$ cat src/rtl/pipe_stage_reg.sv
// Pipeline stage register carrying a payload and a control bundle under valid/ready flow control.
// Supports an optional two-entry skid buffer, a synchronous flush, and saturating flush/stall counters.
module pipe_stage_reg #(
  parameter int unsigned DATA_W     = 64,
  parameter int unsigned CTRL_W     = 10,
  parameter int unsigned SKID       = 1,
  parameter int unsigned CLEAR_DATA = 0,
  parameter int unsigned CNT_W      = 16
) (
  input  logic              clk,
  input  logic              reset_n,
  input  logic              in_valid,
  output logic              in_ready,
  input  logic [DATA_W-1:0] in_data,
  input  logic [CTRL_W-1:0] in_ctrl,
  input  logic              flush,
  output logic              out_valid,
  input  logic              out_ready,
  output logic [DATA_W-1:0] out_data,
  output logic [CTRL_W-1:0] out_ctrl,
  output logic [CNT_W-1:0]  flush_cnt,
  output logic [CNT_W-1:0]  stall_cnt
);

  localparam bit             USE_SKID = (SKID != 32'd0);
  localparam bit             CLR_DATA = (CLEAR_DATA != 32'd0);
  localparam logic [CNT_W-1:0] CNT_ONE = {{(CNT_W-1){1'b0}}, 1'b1};
  localparam logic [CNT_W-1:0] CNT_MAX = {CNT_W{1'b1}};

  typedef enum logic [1:0] {
    OCC_EMPTY = 2'd0,
    OCC_ONE   = 2'd1,
    OCC_FULL  = 2'd2
  } occ_e;

  logic              m_v_q, m_v_d, s_v_q, s_v_d;
  logic [DATA_W-1:0] m_d_q, m_d_d, s_d_q, s_d_d;
  logic [CTRL_W-1:0] m_c_q, m_c_d, s_c_q, s_c_d;
  logic              in_ready_q, in_ready_d;
  logic [CNT_W-1:0]  flush_cnt_q, flush_cnt_d, stall_cnt_q, stall_cnt_d;
  logic              accept_s, pop_s, in_ready_s, discard_s;
  occ_e              occ_s;

  assign in_ready_s = USE_SKID ? in_ready_q : (~m_v_q | out_ready);
  assign accept_s   = in_valid & in_ready_s;
  assign pop_s      = m_v_q & out_ready;
  // A head that pops during a flush still leaves normally, so it is not a discard.
  assign discard_s  = (m_v_q & ~pop_s) | s_v_q | accept_s;

  // Occupancy decode from the valid bits.
  always_comb begin
    if (s_v_q) begin
      occ_s = OCC_FULL;
    end else if (m_v_q) begin
      occ_s = OCC_ONE;
    end else begin
      occ_s = OCC_EMPTY;
    end
  end

  // Storage next-state: control is zeroed whenever its valid bit clears.
  always_comb begin
    m_v_d = m_v_q;
    m_d_d = m_d_q;
    m_c_d = m_c_q;
    s_v_d = s_v_q;
    s_d_d = s_d_q;
    s_c_d = s_c_q;
    if (flush) begin
      m_v_d = 1'b0;
      s_v_d = 1'b0;
      m_c_d = '0;
      s_c_d = '0;
      if (CLR_DATA) begin
        m_d_d = '0;
        s_d_d = '0;
      end else begin
        m_d_d = m_d_q;
        s_d_d = s_d_q;
      end
    end else if (USE_SKID) begin
      case (occ_s)
        OCC_EMPTY: begin
          if (accept_s) begin
            m_v_d = 1'b1;
            m_d_d = in_data;
            m_c_d = in_ctrl;
          end else begin
            m_v_d = 1'b0;
          end
        end
        OCC_ONE: begin
          if (accept_s && pop_s) begin
            m_d_d = in_data;
            m_c_d = in_ctrl;
          end else if (accept_s) begin
            s_v_d = 1'b1;
            s_d_d = in_data;
            s_c_d = in_ctrl;
          end else if (pop_s) begin
            m_v_d = 1'b0;
            m_c_d = '0;
          end else begin
            m_v_d = 1'b1;
          end
        end
        OCC_FULL: begin
          if (pop_s) begin
            m_d_d = s_d_q;
            m_c_d = s_c_q;
            s_v_d = 1'b0;
            s_c_d = '0;
          end else begin
            s_v_d = 1'b1;
          end
        end
        default: begin
          m_v_d = 1'b0;
          s_v_d = 1'b0;
          m_c_d = '0;
          s_c_d = '0;
        end
      endcase
    end else begin
      if (accept_s) begin
        m_v_d = 1'b1;
        m_d_d = in_data;
        m_c_d = in_ctrl;
      end else if (pop_s) begin
        m_v_d = 1'b0;
        m_c_d = '0;
      end else begin
        m_v_d = m_v_q;
      end
    end
  end

  // Registered in_ready and saturating profiling counters.
  always_comb begin
    in_ready_d  = ~s_v_d;
    flush_cnt_d = flush_cnt_q;
    stall_cnt_d = stall_cnt_q;
    if (flush && discard_s && (flush_cnt_q != CNT_MAX)) begin
      flush_cnt_d = flush_cnt_q + CNT_ONE;
    end else begin
      flush_cnt_d = flush_cnt_q;
    end
    if (m_v_q && !out_ready && (stall_cnt_q != CNT_MAX)) begin
      stall_cnt_d = stall_cnt_q + CNT_ONE;
    end else begin
      stall_cnt_d = stall_cnt_q;
    end
  end

  // State registers with asynchronous active-low reset.
  always_ff @(posedge clk or negedge reset_n) begin
    if (!reset_n) begin
      m_v_q       <= 1'b0;
      m_d_q       <= '0;
      m_c_q       <= '0;
      s_v_q       <= 1'b0;
      s_d_q       <= '0;
      s_c_q       <= '0;
      in_ready_q  <= 1'b1;
      flush_cnt_q <= '0;
      stall_cnt_q <= '0;
    end else begin
      m_v_q       <= m_v_d;
      m_d_q       <= m_d_d;
      m_c_q       <= m_c_d;
      s_v_q       <= s_v_d;
      s_d_q       <= s_d_d;
      s_c_q       <= s_c_d;
      in_ready_q  <= in_ready_d;
      flush_cnt_q <= flush_cnt_d;
      stall_cnt_q <= stall_cnt_d;
    end
  end

  assign in_ready  = in_ready_s;
  assign out_valid = m_v_q;
  assign out_data  = m_d_q;
  assign out_ctrl  = m_c_q;
  assign flush_cnt = flush_cnt_q;
  assign stall_cnt = stall_cnt_q;

endmodule

$ cat config.mk
export PLATFORM = sky130hd
export DESIGN_NAME = pipe_stage_reg
export DESIGN_NICKNAME = d
export VERILOG_FILES = /design/src/rtl/pipe_stage_reg.sv
export SDC_FILE = /design/constraint.sdc
export NUM_CORES = 1
export LEC_CHECK = 0
export ABC_AREA = 1
export CAP_MARGIN = 0
export CELL_PAD_IN_SITES_DETAIL_PLACEMENT = 1
export CELL_PAD_IN_SITES_GLOBAL_PLACEMENT = 2
export CORE_MARGIN = 2
export CORE_UTILIZATION = 29
export CTS_CLUSTER_DIAMETER = 80
export DETAILED_ROUTE_END_ITERATION = 6
export HOLD_SLACK_MARGIN = 0.08
export PLACE_DENSITY_LB_ADDON = 0.1
export RECOVER_POWER = 100
export SETUP_SLACK_MARGIN = 0.15
export SYNTH_ARGS = -nofsm -noshare
export SYNTH_HDL_FRONTEND = slang
export SYNTH_SLANG_ARGS = --single-unit
$ cat constraint.sdc
create_clock -name clk -period 2 [get_ports clk]
set_input_delay 0.3 -clock clk [delete_from_list [all_inputs] [get_ports clk]]
set_output_delay 0.3 -clock clk [all_outputs]
set_load 0.02 [all_outputs]
==> reports/metrics.yaml <==
run_status:
  status: "completed"
worst_setup_path:
  cp.arrival_ns: 1.53
  cp_num_buf_inv: 1
  r2r_start: "in_ready"
  crit_family: "buffers and inverters"
  crit_path_max_fanout: 4
  end_kind: "output port"
  setup.worst_path.start_class: "flop"
  ff2ff_path_depth: 7
  cp_slowest_cell: "dlygate4sd3_1"
  r2r-end: "out_data[16]"
  cp.required_ns: 1.70
  path_cells: "dlygate4sd3_1"
  regToRegSetupSlack_ns: 0.26
  crit_start: "stall_cnt[4]"
  criticalPathCategory: "reg -> out"
  critPathMaxStageDelay_ns: 0.69
grt:
  grt_pass1_vias: 8295
  grt.total_usage: 0.176
  grt_overflow: 0
  antenna_found_initial: 3
  grt_start_max_net_pins: 91
  grt_first_pass_wirelength_um: 44000
yosys:
  yosysMostFrequentCell: "nand2_1"
  async_flop_share: 1.00
  synth_seq_area_share: 0.524
  syn-num-nets: 1218
  syn-cell-area_um2: 8750
  synth_cell_types: 28
  synth_edf_count: 0
  synthTopCellsByArea: "dfrtp_1 52%, nand2_1 19%, o21ai_0 12%, inv_1 3.9%, nand3_1 2.7%"
  synth_area_per_cell_um2: 7.70
  ys_top_cells_by_count: "447 x nand2_1, 203 x o21ai_0, 182 x dfrtp_1"
  synth-seq-cells: 183
  synth_top_area_frac: 0.521
  yosysWarningCount: 0
  synth_cells: 1137
  yosys.area.top_type: "dfrtp_1"
  synth-main-ff-cell: "dfrtp_1"
place:
  dp_hpwl_um: 18000
  io_buffers: 186
  gp_congestion: 0.723
  place_area_um2: 11300
clocking:
  cts_inserted_buffers: 17
  clockRootBuffer: "clkbuf_16"
  cts_tree: "built"
  postCtsSetupRepairBufs: 0
  clock_sinks: 183
  ctsLongestPathBuffers: 2
  clkLatencyLatePin_ns: 0.44
  clk_pin_slew_ns: 0.08
  htreeDepth: 4
sta:
  finalSetupViolations: 0
  rsz0062_at_grt: "yes"
  relSlewSlack: 0.391
  finalSetupTns_ns: 0
  fmax_mhz: 545
  post-route-min-period_ns: 1.83
  hold_viol: 0
  clock_skew_ns: 0.0111
  finalMaxSlewViolations: 0
  tightest_slew_ns: 0.913
  post-route-period-util: 0.917
  holdWs_ns: 0.368
min_path:
  min_path_type: "in -> async"
drt:
  wirelength_um: 26600
  drcViolationCount: 0
  ant_nets: 0
  num_vias: 7935
  drt-initial-drc-count: 427
  dr.pass1.iters: 5
  via_per_inst: 4.62
  wl_per_cell_um: 15.5
floorplan:
  num_io_pins: 187
  rows: 63
  core_area_um2: 29600
  die_w_um: 178
  die_y_um: 178
  die_area_um2: 31600
  start_util: 0.295
layout:
  final_net_count: 1395
  design_area_um2: 11700
  area_delta_synth_final_pct: 33.4
  drive_gt1_frac: 0.0603
power_and_ir_drop:
  peakVddDrop_uv: 506
  p_leak_nw: 5.60
  cellPowerDensity_nw_per_um2: 1070
job:
  maxCapViolations: 0
-- power by group --
group	internal (mW)	total (mW)	switching [mW]
Clock	1.68	3.42	1.74
Combinational	1.50	3.69	2.19
Sequential	4.73	5.41	0.685
Total	7.90	12.5	4.61
-- flip-flops by register name, summed over array words and instances, names as in the netlist --
register,count
stall_cnt,16
out_ctrl,10
flush_cnt,16
out_data,64
s_d_q,64
in_ready,1
s_v_q,1
out_valid,1
s_c_q,10
-- through the flow --
stage          power, mW  setup slack [ns]  instances  utilization
6_report            12.5             0.166       1719        0.394
5_1_grt             13.4            0.0907       1717        0.394
4_1_cts             13.1             0.152       1717        0.400
3_5_place_dp        9.59            0.0492       1684        0.380
3_3_place_gp        9.48             0.101       1684        0.380
2_1_floorplan       7.42             0.306       1137            -
-- cell type report --
cell class                 count  area, um^2
antenna                        2        5.00
clock buffer                  17         425
clock inverter                15         166
fill                        3625       18000
inverter                      97         367
multi-input combinational    796        3530
sequential                   183        4580
tap                          390         488
timing repair buffer         219        2110
-- worst max-delay path by stage --
stage                         endpoint  slack, ns  cells after the start
after floorplan           flush_cnt[3]       0.31                     11
after global placement     out_data[9]       0.10                      8
after detailed placement  out_data[16]       0.05                      7
after CTS                 flush_cnt[8]       0.15                      1
after global routing       out_data[6]       0.09                      7
final                     stall_cnt[4]       0.17                      1
-- kinds of logic (layout without fill, tap and decap cells) --
| group | after synthesis | in the layout | synth area share |
|---|---|---|---|
| AND/OR/NAND/NOR | 557 | 557 | 0.255 |
| AO/OA/AOI/OAI | 223 | 223 | 0.129 |
| flip-flops | 183 | 183 | 0.524 |
| buffers and inverters | 158 | 348 | 0.0751 |
| XOR/XNOR | 14 | 14 | 0.0140 |
| adder cells (fa/ha/maj) | 2 | 2 | 0.00286 |
| other | 0 | 2 | 0 |
-- cells in the final DEF (no fill, tap or decap), types with 2 or more instances in the layout --
master	instances
nand3_1	47
o21ai_0	215
inv_2	3
clkbuf_1	18
xor2_1	8
nand4_1	9
xnor2_1	6
clkbuf_2	2
dlygate4sd2_1	14
nor2_2	4
diode_2	2
o21ai_1	5
inv_6	5
nor2_4	2
dlygate4sd3_1	80
nand2_1	448
nor2_1	40
clkbuf_16	17
nand2_2	3
ha_1	2
buf_6	3
clkinv_4	2
clkdlybuf4s50_1	77
buf_12	9
buf_4	14
inv_1	92
dfrtp_1	181
clkinv_8	5
-- metal layers --
| layer | vias up | routed length, um | global-route usage |
|---|---|---|---|
| met3 | 15 | 1420 | 0.0488 |
| li1 | 3952 | - | - |
| met1 | 3832 | 12300 | 0.232 |
| met2 | 134 | 12600 | 0.290 |
| met5 | - | 11 | 0 |
| met4 | 2 | 254 | 0.0362 |
-- what timing repair did --
item	4_1_cts	5_1_grt
endpoints found under the hold margin	40	0
resized for setup	14	19
setup endpoints to repair	14	37
hold buffers	1	0
Power figures use the tool's default switching activity.
